### src/rtl/id_ex_stage.sv
// ID/EX pipeline register with a skid entry so in_ready never depends combinationally on out_ready.
// Optional stall/bubble performance counters are enabled by defining ID_EX_STAGE_PERF_EN.
`default_nettype none

module id_ex_stage #(
   parameter int XLEN  = 32,
   parameter int RA_W  = 5,
   parameter int WB_W  = 2,
   parameter int M_W   = 3,
   parameter int CNT_W = 32
) (
   input  logic            clock,
   input  logic            reset,
   input  logic            flush,
   input  logic            in_valid,
   output logic            in_ready,
   input  logic [WB_W-1:0] ctlwb_in,
   input  logic [M_W-1:0]  ctlm_in,
   input  logic [3:0]      ctlex_in,
   input  logic [XLEN-1:0] npc_in,
   input  logic [XLEN-1:0] rdata1_in,
   input  logic [XLEN-1:0] rdata2_in,
   input  logic [XLEN-1:0] imm_in,
   input  logic [RA_W-1:0] rt_in,
   input  logic [RA_W-1:0] rd_in,
   output logic            out_valid,
   input  logic            out_ready,
   output logic [WB_W-1:0] wb_ctl,
   output logic [M_W-1:0]  m_ctl,
   output logic            regdst,
   output logic            alusrc,
   output logic [1:0]      aluop,
   output logic [XLEN-1:0] npc,
   output logic [XLEN-1:0] rdata1,
   output logic [XLEN-1:0] rdata2,
   output logic [XLEN-1:0] imm,
   output logic [RA_W-1:0] rt,
   output logic [RA_W-1:0] rd
`ifdef ID_EX_STAGE_PERF_EN
   ,
   output logic [CNT_W-1:0] stall_cnt,
   output logic [CNT_W-1:0] bubble_cnt
`endif
);

   typedef struct packed {
      logic [WB_W-1:0] wb;
      logic [M_W-1:0]  m;
      logic [3:0]      ex;
      logic [XLEN-1:0] npc;
      logic [XLEN-1:0] rdata1;
      logic [XLEN-1:0] rdata2;
      logic [XLEN-1:0] imm;
      logic [RA_W-1:0] rt;
      logic [RA_W-1:0] rd;
   } bundle_t;

   bundle_t main_q;
   bundle_t skid_q;
   bundle_t in_bundle;
   logic    main_valid;
   logic    skid_valid;
   logic    accept;
   logic    retire;

   assign in_bundle = '{wb: ctlwb_in, m: ctlm_in, ex: ctlex_in, npc: npc_in,
                        rdata1: rdata1_in, rdata2: rdata2_in, imm: imm_in,
                        rt: rt_in, rd: rd_in};

   assign in_ready = ~skid_valid;
   assign accept   = in_valid & in_ready;
   assign retire   = main_valid & out_ready;

   always_ff @(posedge clock) begin
      if (!reset) begin
         main_valid <= 1'b0;
         skid_valid <= 1'b0;
         main_q     <= '0;
         skid_q     <= '0;
      end else if (flush) begin
         main_valid <= 1'b0;
         skid_valid <= 1'b0;
      end else if (main_valid && !retire) begin
         // Main is stalled: a new bundle can only park in the skid entry.
         if (accept) begin
            skid_q     <= in_bundle;
            skid_valid <= 1'b1;
         end
      end else if (skid_valid) begin
         // in_ready is low here, so no accept can collide with the skid move.
         main_q     <= skid_q;
         main_valid <= 1'b1;
         skid_valid <= 1'b0;
      end else if (accept) begin
         main_q     <= in_bundle;
         main_valid <= 1'b1;
      end else begin
         main_valid <= 1'b0;
      end
   end

   assign out_valid = main_valid;
   assign wb_ctl    = main_valid ? main_q.wb : '0;
   assign m_ctl     = main_valid ? main_q.m  : '0;
   assign regdst    = main_valid & main_q.ex[3];
   assign aluop     = main_valid ? main_q.ex[2:1] : 2'b00;
   assign alusrc    = main_valid & main_q.ex[0];
   assign npc       = main_q.npc;
   assign rdata1    = main_q.rdata1;
   assign rdata2    = main_q.rdata2;
   assign imm       = main_q.imm;
   assign rt        = main_q.rt;
   assign rd        = main_q.rd;

`ifdef ID_EX_STAGE_PERF_EN
   always_ff @(posedge clock) begin
      if (!reset) begin
         stall_cnt  <= '0;
         bubble_cnt <= '0;
      end else begin
         if (main_valid && !out_ready && (stall_cnt != {CNT_W{1'b1}}))
            stall_cnt <= stall_cnt + 1'b1;
         if (!main_valid && out_ready && (bubble_cnt != {CNT_W{1'b1}}))
            bubble_cnt <= bubble_cnt + 1'b1;
      end
   end
`endif

endmodule

`default_nettype wire

### config.mk
export PLATFORM = sky130hd
export DESIGN_NAME = id_ex_stage
export DESIGN_NICKNAME = d
export VERILOG_FILES = /design/src/rtl/id_ex_stage.sv
export SDC_FILE = /design/constraint.sdc
export NUM_CORES = 1
export LEC_CHECK = 0
export BUFFER_PORTS_ARGS = -buffer_cell sky130_fd_sc_hd__buf_4
export CORE_MARGIN = 4
export CORE_UTILIZATION = 37
export DETAILED_ROUTE_END_ITERATION = 16
export GPL_TIMING_DRIVEN = 0
export HOLD_SLACK_MARGIN = 0.1
export PLACE_DENSITY = 0.67
export SKIP_CTS_REPAIR_TIMING = 1
export SLEW_MARGIN = 5
export SYNTH_ARGS = -nofsm -noshare
export SYNTH_HDL_FRONTEND = slang
export SYNTH_SLANG_ARGS = --single-unit
export TNS_END_PERCENT = 20
### constraint.sdc
create_clock -name clock -period 2.9 [get_ports clock]
set_input_delay 0.58 -clock clock [delete_from_list [all_inputs] [get_ports clock]]
set_output_delay 0.58 -clock clock [all_outputs]
set_load 0.1 [all_outputs]
==> flow_summary_export.csv <==
group,metric,value,unit
outcome,status,"finished clean",
clock_tree,cts_buffers,34,
logic_synthesis,synth_top_area_cell,"dfxtp_1",
grt,grt_pass1_wl,62500,microns
die,start_util,0.378,
logic_synthesis,synthTopCellsByArea,"dfxtp_1 42%, mux2i_1 21%, o211a_1 11%",
routing,wl,39600,microns
placement,port_buffers,299,
sta,max_freq,0.396,GHz
sta,finalHoldViolations,0,
layout,seqCellArea,0.00593,sq mm
layout,final_cell_count_no_fill,2329,
routing,wire_per_inst,17.0,microns
hold_path,hold_depth,3,
clock_tree,insertion_delay,0.51,ns
setup_path,r2r_end,"rdata2[21]",
hold_path,hp-class,"input port to flip-flop",
layout,drive_gt1_frac,0.289,
sta,period_share,0.871,
layout,design_area,0.0180,sq mm
setup_path,crit_fanout,10,
grt,grt_pass1_vias,11600,
placement,place_ws,0.0874,ns
logic_synthesis,ys_warn_count,0,
power_and_ir_drop,switching_power,3.26,mW
routing,vias,11400,
sta,maxSlewViolCount,0,
die,fp.dieArea,0.0409,sq mm
placement,dpl.hpwl,29100,microns
hold_path,min-delay-start,"npc_in[15]",
clock_tree,path_clk_slew,0.06,ns
die,die_h,202,microns
die,die_x,202,microns
setup_path,crit_type,"flip-flop to output pin",
sta,worst_pin_slew,1.15,ns
layout,diodes,0,
layout,nets,1952,
logic_synthesis,synth_cell_types,18,
clock_tree,ctsHtreeMaxLevel,2,
logic_synthesis,netlist.area_leader.share,0.425,
sta,slew_headroom,0.236,
placement,dpl_cell_area,0.0168,sq mm
hold_path,worstHoldEndpoint,"skid_q[121]",
logic_synthesis,synth_cells,1465,
placement,finalWeightedCongestion,0.765,
die,io_pins,301,
setup_path,r2r_slack,0.50,ns
routing,ant_nets,0,
routing,detail_route.first_pass.iterations,5,
power_and_ir_drop,switching_share,0.301,
run,max_cap_viol_count,0,
placement,placed_cells,2268,
grt,grt-ovfl-total,0,
sta,finalSetupTns,0,ns
sta,period_minus_slack,2.52,ns
power_and_ir_drop,p_per_area,602,mW/mm^2
power_and_ir_drop,power.share.clock,0.400,
setup_path,startpoint_type,"flip-flop",
clock_tree,cts_root_buf,"clkbuf_16",
grt,grt_max_degree,13,
setup_path,cp-end-kind,"output pin",
clock_tree,cts_tree,"built",
power_and_ir_drop,max-vdd-ir-drop,0.408,mV
grt,grt.total_usage,0.185,
grt,antenna_found_initial,1,
setup_path,rr_startpoint,"out_valid",
routing,drtIter0Drc,475,
clock_tree,cts_buffer_depth,3,
die,coreArea,0.0369,sq mm
sta,setup_viol,0,
layout,mostFrequentLayoutCells,"439 x buf_4, 296 x dfxtp_1, 294 x mux2i_1, 294 x nand2_1",
setup_path,arrival,1.94,ns
layout,final_common_cell,"buf_4",
logic_synthesis,avgSynthCellArea,9.53,sq um
power_and_ir_drop,p_seq_frac,0.399,
power_and_ir_drop,combPwrFrac,0.202,
routing,via_per_inst,4.89,
layout,area_growth,28.8,%
setup_path,rr_worst_depth,6,
clock_tree,cts.sinks,296,
logic_synthesis,syn_nets,1617,
logic_synthesis,syn_area,0.0140,sq mm
layout,n_fill_cell,3446,
routing,drc,0,
sta,finalClockSkew,0.0152,ns
power_and_ir_drop,power.leakage,8.60,nW
setup_path,worstPathRequired,2.32,ns
power_and_ir_drop,internal-power,7.57,mW
sta,setup_ws,0.375,ns
logic_synthesis,synth-seq-cells,296,
logic_synthesis,yosysSeqAreaShare,0.425,
layout,multi_input_area,0.00637,sq mm
sta,rsz0062_at_grt,"no",
die,rows,70,
cells by family after synthesis:
| group | synth area share |
|---|---|
| AND/OR/NAND/NOR | 0.139 |
| flip-flops | 0.425 |
| multiplexers | 0.211 |
| buffers and inverters | 0.119 |
| AO/OA/AOI/OAI | 0.107 |
flip-flops by register name, summed over array words and instances (netlist names):
signal / cells
imm: 32
main_q: 9
npc: 32
out_valid: 1
rd: 5
rdata1: 32
rdata2: 32
rt: 5
skid_q: 147
skid_valid: 1
critical path, cell delays in order, from the launching register on:
cell,delay [ns]
dfxtp_1,0.30
buf_2,0.16
buf_2,0.32
buf_2,0.37
inv_2,0.06
buf_4,0.23
cells in the mapped netlist (all sizes together):
cell type,count
nor2,1
nand2b,2
nand2,294
nand3,147
nor3,1
o211a,147
buf,194
a21oi,1
nor4b,1
inv,1
clkbuf,75
dfxtp,296
o21ba,1
mux2i,294
and2,10
power by group through the flow:
stage,logic [mW],registers (mW),clock network [mW]
after CTS,2.20,4.32,4.46
after global routing,2.30,4.33,4.61
final,2.19,4.32,4.33
after floorplan,1.63,4.38,0
after global placement,2.18,4.40,0
after detailed placement,2.20,4.40,0
routing by layer:
layer	vias to the layer above	part of all wire	wire length (microns)	global-route usage
met4	0	0.015	601	0.0373
met1	5438	0.45	17900	0.244
met2	283	0.46	18300	0.310
met3	46	0.069	2750	0.0465
li1	5613	-	-	-
met5	-	0	0	0
how the worst max path moves through the flow:
| stage | from | end | slack (ns) | cells past startpoint |
|---|---|---|---|---|
| final | skid_valid | in_ready | 0.38 | 5 |
| after global routing | out_valid | rdata2[21] | 0.28 | 6 |
| after CTS | skid_valid | in_ready | 0.34 | 5 |
| after detailed placement | reset | rdata2[5] | 0.09 | 4 |
| after global placement | reset | rdata1[23] | 0.11 | 4 |
| after floorplan | out_valid | aluop[0] | 0.42 | 1 |
area by class of cell:
type	instances	share of cell area
multi-input cells	899	0.354
repair buffers	299	0.125
inverters	1	0.000209
plain buffers	269	0.0923
clock inverters	5	0.00278
clock buffers	56	0.0610
flip-flops and latches	296	0.330
well taps	504	0.0351
metrics by stage:
| step | power, mW | util | hold slack [ns] |
|---|---|---|---|
| 5_1_grt | 11.2 | 0.488 | 0.322 |
| 2_1_floorplan | 6.01 | - | 0.434 |
| 3_3_place_gp | 6.58 | 0.456 | 0.442 |
| 3_5_place_dp | 6.60 | 0.456 | 0.447 |
| 6_report | 10.8 | 0.488 | 0.335 |
| 4_1_cts | 11.0 | 0.488 | 0.310 |
Note: power is estimated with default switching activity, not from simulation.
